$ cat src/rtl/program_loader_pkg.sv
// Shared definitions for the instruction-memory loader and the accumulator CPU:
// memory geometry, opcode constants and the loader state encoding.
package program_loader_pkg;

  localparam int DEPTH   = 10;
  localparam int ADDR_W  = 4;
  localparam int INSTR_W = 12;
  localparam int NIB_W   = 4;
  localparam int OPC_W   = 4;

  localparam logic [OPC_W-1:0] HALT_OP = 4'hA;

  // CPU opcodes carried in word[11:8]; the operand is word[7:0]
  localparam logic [OPC_W-1:0] OP_NOP  = 4'h0;
  localparam logic [OPC_W-1:0] OP_LDI  = 4'h1;
  localparam logic [OPC_W-1:0] OP_ADD  = 4'h2;
  localparam logic [OPC_W-1:0] OP_SUB  = 4'h3;
  localparam logic [OPC_W-1:0] OP_HALT = HALT_OP;

  typedef enum logic [2:0] {
    IDLE    = 3'd0,
    RECV    = 3'd1,
    WRITE   = 3'd2,
    CHECK   = 3'd3,
    RELEASE = 3'd4,
    DONE    = 3'd5,
    ERROR   = 3'd6
  } state_t;

  function automatic logic [OPC_W-1:0] opcode_of(input logic [INSTR_W-1:0] word);
    return word[INSTR_W-1 -: OPC_W];
  endfunction

endpackage

$ cat src/rtl/program_loader_nibble_assembler.sv
// Packs accepted nibbles MSN-first into an instruction word and keeps a
// running XOR checksum; word_ready marks the accept that completes a word.
module program_loader_nibble_assembler #(
  parameter int INSTR_W = 12,
  parameter int NIB_W   = 4
) (
  input  logic               clk,
  input  logic               reset,
  input  logic               i_clear,
  input  logic               i_accept,
  input  logic [NIB_W-1:0]   i_nib,
  output logic [INSTR_W-1:0] o_word,
  output logic               o_word_ready,
  output logic [NIB_W-1:0]   o_checksum
);

  localparam int NIBS     = INSTR_W / NIB_W;
  localparam int IDX_W    = $clog2(NIBS);
  localparam logic [IDX_W-1:0] LAST_IDX = IDX_W'(NIBS - 1);

  logic [IDX_W-1:0]   r_idx;
  logic [INSTR_W-1:0] r_word;
  logic [NIB_W-1:0]   r_sum;

  assign o_word_ready = i_accept && (r_idx == LAST_IDX);
  assign o_word       = r_word;
  assign o_checksum   = r_sum;

  // NOTE: clocked state uses non-blocking assignments so every register samples
  // pre-edge values; blocking here would chain the shift register within one edge.
  always_ff @(posedge clk or posedge reset) begin
    if (reset) begin
      r_idx  <= '0;
      r_word <= '0;
      r_sum  <= '0;
    end else if (i_clear) begin
      r_idx  <= '0;
      r_word <= '0;
      r_sum  <= '0;
    end else if (i_accept) begin
      r_word <= {r_word[INSTR_W-NIB_W-1:0], i_nib};
      r_sum  <= r_sum ^ i_nib;
      r_idx  <= (r_idx == LAST_IDX) ? '0 : r_idx + 1'b1;
    end
  end

endmodule

$ cat src/rtl/program_loader.sv
// Loads a nibble-streamed program into the CPU instruction memory, verifies a
// trailing XOR checksum and pulses cpu_rst so the CPU starts from PC=0.
module program_loader #(
  parameter int               DEPTH   = program_loader_pkg::DEPTH,
  parameter int               ADDR_W  = program_loader_pkg::ADDR_W,
  parameter int               INSTR_W = program_loader_pkg::INSTR_W,
  parameter logic [3:0]       HALT_OP = program_loader_pkg::HALT_OP
) (
  input  logic               clk,
  input  logic               reset,
  input  logic               start,
  input  logic [3:0]         nib_in,
  input  logic               nib_valid,
  output logic               nib_ready,
  output logic               we,
  output logic [ADDR_W-1:0]  instr_addr,
  output logic [INSTR_W-1:0] instr_out,
  output logic               cpu_rst,
  output logic               busy,
  output logic               done,
  output logic               err,
  output logic [ADDR_W-1:0]  words_loaded
);

  import program_loader_pkg::state_t;
  import program_loader_pkg::IDLE;
  import program_loader_pkg::RECV;
  import program_loader_pkg::WRITE;
  import program_loader_pkg::CHECK;
  import program_loader_pkg::RELEASE;
  import program_loader_pkg::DONE;
  import program_loader_pkg::ERROR;

  localparam logic [ADDR_W-1:0] LAST_ADDR = ADDR_W'(DEPTH - 1);

  state_t              r_state;
  state_t              w_next;
  logic [ADDR_W-1:0]   r_addr;
  logic [ADDR_W-1:0]   r_words;
  logic                w_take;
  logic                w_start_session;
  logic                w_asm_accept;
  logic                w_word_ready;
  logic                w_last_word;
  logic [INSTR_W-1:0]  w_word;
  logic [3:0]          w_checksum;

  assign w_take          = nib_valid && nib_ready;
  assign w_start_session = start && ((r_state == IDLE) || (r_state == DONE) || (r_state == ERROR));
  assign w_asm_accept    = w_take && (r_state == RECV);
  assign w_last_word     = (r_addr == LAST_ADDR) || (w_word[INSTR_W-1 -: 4] == HALT_OP);

  program_loader_nibble_assembler #(
    .INSTR_W (INSTR_W),
    .NIB_W   (4)
  ) u_asm (
    .clk          (clk),
    .reset        (reset),
    .i_clear      (w_start_session),
    .i_accept     (w_asm_accept),
    .i_nib        (nib_in),
    .o_word       (w_word),
    .o_word_ready (w_word_ready),
    .o_checksum   (w_checksum)
  );

  always_ff @(posedge clk or posedge reset) begin
    if (reset) r_state <= IDLE;
    else       r_state <= w_next;
  end

  // NOTE: every combinational output gets a default before the case so no
  // path leaves it unassigned and a latch is never inferred.
  always_comb begin
    w_next = r_state;
    unique case (r_state)
      IDLE, DONE, ERROR: if (w_start_session) w_next = RECV;
      RECV:              if (w_word_ready)    w_next = WRITE;
      WRITE:             w_next = w_last_word ? CHECK : RECV;
      CHECK:             if (w_take) w_next = (nib_in == w_checksum) ? RELEASE : ERROR;
      RELEASE:           w_next = DONE;
      default:           w_next = IDLE;
    endcase
  end

  // Moore decode: no input reaches these outputs, so cpu_rst and we can never overlap
  always_comb begin
    nib_ready = 1'b0;
    we        = 1'b0;
    cpu_rst   = 1'b0;
    busy      = 1'b0;
    done      = 1'b0;
    err       = 1'b0;
    unique case (r_state)
      RECV:    begin nib_ready = 1'b1; busy = 1'b1; end
      WRITE:   begin we        = 1'b1; busy = 1'b1; end
      CHECK:   begin nib_ready = 1'b1; busy = 1'b1; end
      RELEASE: begin cpu_rst   = 1'b1; busy = 1'b1; end
      DONE:    done = 1'b1;
      ERROR:   err  = 1'b1;
      default: ;
    endcase
  end

  always_ff @(posedge clk or posedge reset) begin
    if (reset) begin
      r_addr  <= '0;
      r_words <= '0;
    end else if (w_start_session) begin
      r_addr  <= '0;
      r_words <= '0;
    end else if (r_state == WRITE) begin
      r_words <= r_words + 1'b1;
      if (!w_last_word) r_addr <= r_addr + 1'b1;
    end
  end

  assign instr_addr   = r_addr;
  assign instr_out    = w_word;
  assign words_loaded = r_words;

endmodule

$ cat config.mk
export PLATFORM = sky130hd
export DESIGN_NAME = program_loader
export DESIGN_NICKNAME = d
export VERILOG_FILES = /design/src/rtl/program_loader_pkg.sv /design/src/rtl/program_loader_nibble_assembler.sv /design/src/rtl/program_loader.sv
export SDC_FILE = /design/constraint.sdc
export NUM_CORES = 1
export LEC_CHECK = 0
export CAP_MARGIN = 20
export CORE_MARGIN = 2
export CORE_UTILIZATION = 55
export CTS_BUF_LIST = sky130_fd_sc_hd__clkbuf_8
export DETAILED_ROUTE_END_ITERATION = 16
export PLACE_DENSITY_LB_ADDON = 0.15
export SYNTH_ARGS = -nofsm -noshare
export SYNTH_HDL_FRONTEND = slang
export SYNTH_SLANG_ARGS = --single-unit
$ cat constraint.sdc
create_clock -name clk -period 2.3 [get_ports clk]
set_input_delay 0.69 -clock clk [delete_from_list [all_inputs] [get_ports clk]]
set_output_delay 0.69 -clock clk [all_outputs]
set_load 0.01 [all_outputs]
==> run_results.csv <==
group,metric,value,unit
critical_path,rr_startpoint,"r_state[2]",
route,firstDrtPassIters,4,
yosys,netlist.area_leader.share,49.7,%
timing,relSlewSlack,76.0,%
critical_path,r2r-end,"u_asm.r_idx[0]",
placement,dpl.cell_count,217,
timing,max_freq,447,MHz
grt,antenna_found_initial,0,
yosys,synthArstFlopShare,100,%
critical_path,reg2reg_slack,0.73,ns
placement,io_buffers,33,
placement,dp_hpwl,2160,µm
timing,layout_min_cycle_time,2.24,ns
placement,dp_worst_setup_slack,0.152,ns
cts,cts_sinks,29,
yosys,synth_xor_xnor_area_share,8.99,%
layout,diodes,0,
yosys,ys_top_cells_by_area,"dfrtp_1 (50%), xor2_1 (8.4%), nand2_1 (8.0%)",
critical_path,critPathLaunchType,"flip-flop",
route,detail-route-antenna-nets,0,
yosys,ys_types,30,
cts,clk_latency,0.28,ns
floorplanning,io_pins,34,
yosys,synth_fa_ha_area_share,2.57,%
yosys,synthCells,156,
yosys,synth_top_family_by_area,"simple AND/OR/NAND/NOR gates",
critical_path,cp.arrival,1.55,ns
min_path,hp-class,"reg2reg",
timing,tightest_slew,0.360,ns
yosys,synth_area,1460,µm²
yosys,ys.flop_type,"dfrtp_1",
floorplanning,die_area,3090,µm²
layout,drive_gt1_share,13.2,%
timing,setup_ws,0.0617,ns
route,dr.first_iter.drc_count,40,
yosys,yosys.area.top_type,"dfrtp_1",
yosys,yosysMostFrequentCell,"nand2_1",
critical_path,worstSetupEndpointType,"output pin",
yosys,syn_nets,167,
grt,grt_pass1_wl,5160,µm
layout,finalNonFillerCells,227,
grt,first_global_vias,1152,
timing,rsz0062_at_grt,"false",
yosys,yosys-top-cells-count,"nand2_1 (31), dfrtp_1 (29), a21oi_1 (20)",
floorplanning,dieHeight,55.5,µm
cts,cts_tree,"yes",
layout,nets,207,
pwr,power_frac_seq,36.6,%
cts,clock_path_buffers,2,
route,drc_errors,0,
pwr,total_power,2550,µW
yosys,syn_area_per_cell,9.37,µm²
grt,grt_max_degree,30,
yosys,synth_compound_area_share,9.93,%
pwr,p_int,1550,µW
route,vias_per_cell,5.52,
pwr,peakVddDrop,0.912,mV
yosys,yosys_warnings,0,
floorplanning,std_cell_rows,18,
yosys,ys_seq_area_share,49.7,%
timing,setup_viol,0,
timing,fin_skew,0.00658,ns
critical_path,worstSetupPathType,"reg2out",
floorplanning,core,2500,µm²
yosys,synth_seq_cells,29,
timing,maxSlewViolCount,0,
cts,path_clk_slew,0.06,ns
pwr,comb_power_share,47.9,%
timing,min_period_over_period,97.3,%
pwr,p_clk_share,15.5,%
route,route.vias.total,1253,
layout,fillers,180,
pwr,switchingPower,993,µW
min_path,holdPathStages,2,
floorplanning,dieWidth,55.5,µm
yosys,yosys.area_share.simple,23.5,%
yosys,muxShareOfSynthArea,1.46,%
pwr,swShare,39.0,%
grt,track_usage,21.8,%
route,wirelength,3150,µm
min_path,worstHoldStart,"u_asm.o_word[10]",
cts,cts-htree-levels,2,
yosys,synth_edf_count,0,
timing,finalHoldViolations,0,
min_path,whs_endpoint,"u_asm.o_word[10]",
job,drv_cap,0,
critical_path,worst-path-max-fanout,8,
cts,cts_root_buf,"clkbuf_8",
cts,cts_buffers,5,
pwr,p_per_area,1310,nW/µm²
critical_path,worst_ep_required_time,1.61,ns
layout,area_growth,33.6,%
timing,tns,0,ns
run_status,status,"complete, no violations",
critical_path,worst-r2r-cell-count,4,
pwr,total_leakage_power,0.000887,µW
route,avgRoutedWirePerCell,13.9,µm
placement,gp_congestion,0.836,
grt,grt_overflow,0,
layout,fin_util,78.1,%
floorplanning,initial_core_util,58.5,%
==> layout make-up <==
class	instances	area, µm²	area share, %
clock buffers	5	68.8	3.53
clock inverters	3	13.8	0.705
inverters	3	11.3	0.577
multi-input cells	115	688	35.3
flip-flops and latches	29	729	37.4
well taps	30	37.5	1.92
repair buffers	42	403	20.6
==> cell families after synthesis <==
kind of cell             count (synthesis)
AND/OR/NAND/NOR                         68
flip-flops                              29
AO/OA/AOI/OAI                           27
XOR/XNOR                                15
buffers and inverters                   12
adder cells (fa/ha/maj)                  3
multiplexers                             2
==> metal layers <==
| metal | up-vias | part of all wire [%] | GRT usage, % |
|---|---|---|---|
| met2 | 30 | 49 | 34.0 |
| li1 | 601 | - | - |
| met3 | 6 | 4.6 | 7.03 |
| met4 | 0 | 1.3 | 9.06 |
| met1 | 616 | 45 | 28.0 |
| met5 | - | 0 | 0 |
==> power by group through the flow <==
stage	sequential [µW]	combinational [µW]	clock [µW]
after CTS	920	1230	407
after detailed placement	933	1180	0
final	932	1220	396
after global placement	921	1150	0
after floorplan	940	649	0
after global routing	960	1340	425
==> state kept, by name (all words and copies together) (netlist names) <==
name and cells:
instr_addr 4, u_asm.o_checksum 4, u_asm.r_idx 2, u_asm.o_word 12, r_state 3, words_loaded 4
==> worst max-delay path, stage by stage, from the launching register on <==
cell and delay (ns):
dfrtp_2 0.46, buf_4 0.15, and3_1 0.13, clkdlybuf4s50_1 0.52
==> cell usage in the layout, fill, tap and decap left out, types with 2 or more instances in the layout <==
cell             instances
or3_1                    3
nand2b_1                 2
a32oi_1                  2
clkinv_2                 2
buf_4                    9
nor2_1                  15
nand3b_1                 3
xor2_1                  14
clkdlybuf4s50_1         31
dlymetal6s2s_1           2
inv_1                    3
a21oi_1                 20
o21ai_0                  4
ha_1                     3
nand4_1                  3
clkbuf_8                 5
dfrtp_1                 26
nand2_1                 31
dfrtp_2                  3
==> stage by stage <==
step / hold slack, ns / instance area (µm²)
after floorplan: 0.522 / 1460
final: 0.534 / 1950
after detailed placement: 0.529 / 1840
after CTS: 0.538 / 1940
after global placement: 0.524 / 1840
after global routing: 0.560 / 1950
==> timing repair <==
| action | 4_1_cts | 5_1_grt |
|---|---|---|
| buffers inserted | 2 | 0 |
| pin swaps | 0 | 0 |
| resized for setup | 2 | 6 |
| hold buffers | 0 | 0 |
| gates cloned | 0 | 0 |
| setup endpoints to repair | 6 | 4 |
==> worst max path at each step <==
stage	startpoint	endpoint	slack, ns	cells past startpoint
floorplan	r_state[2]	cpu_rst	0.59	2
global placement	nib_valid	u_asm.r_idx[0]	0.19	5
detailed placement	nib_valid	u_asm.r_idx[0]	0.15	5
CTS	r_state[2]	busy	0.02	3
global route	r_state[2]	err	0.01	3
finish	r_state[2]	err	0.06	3
Power figures use the tool's default switching activity.
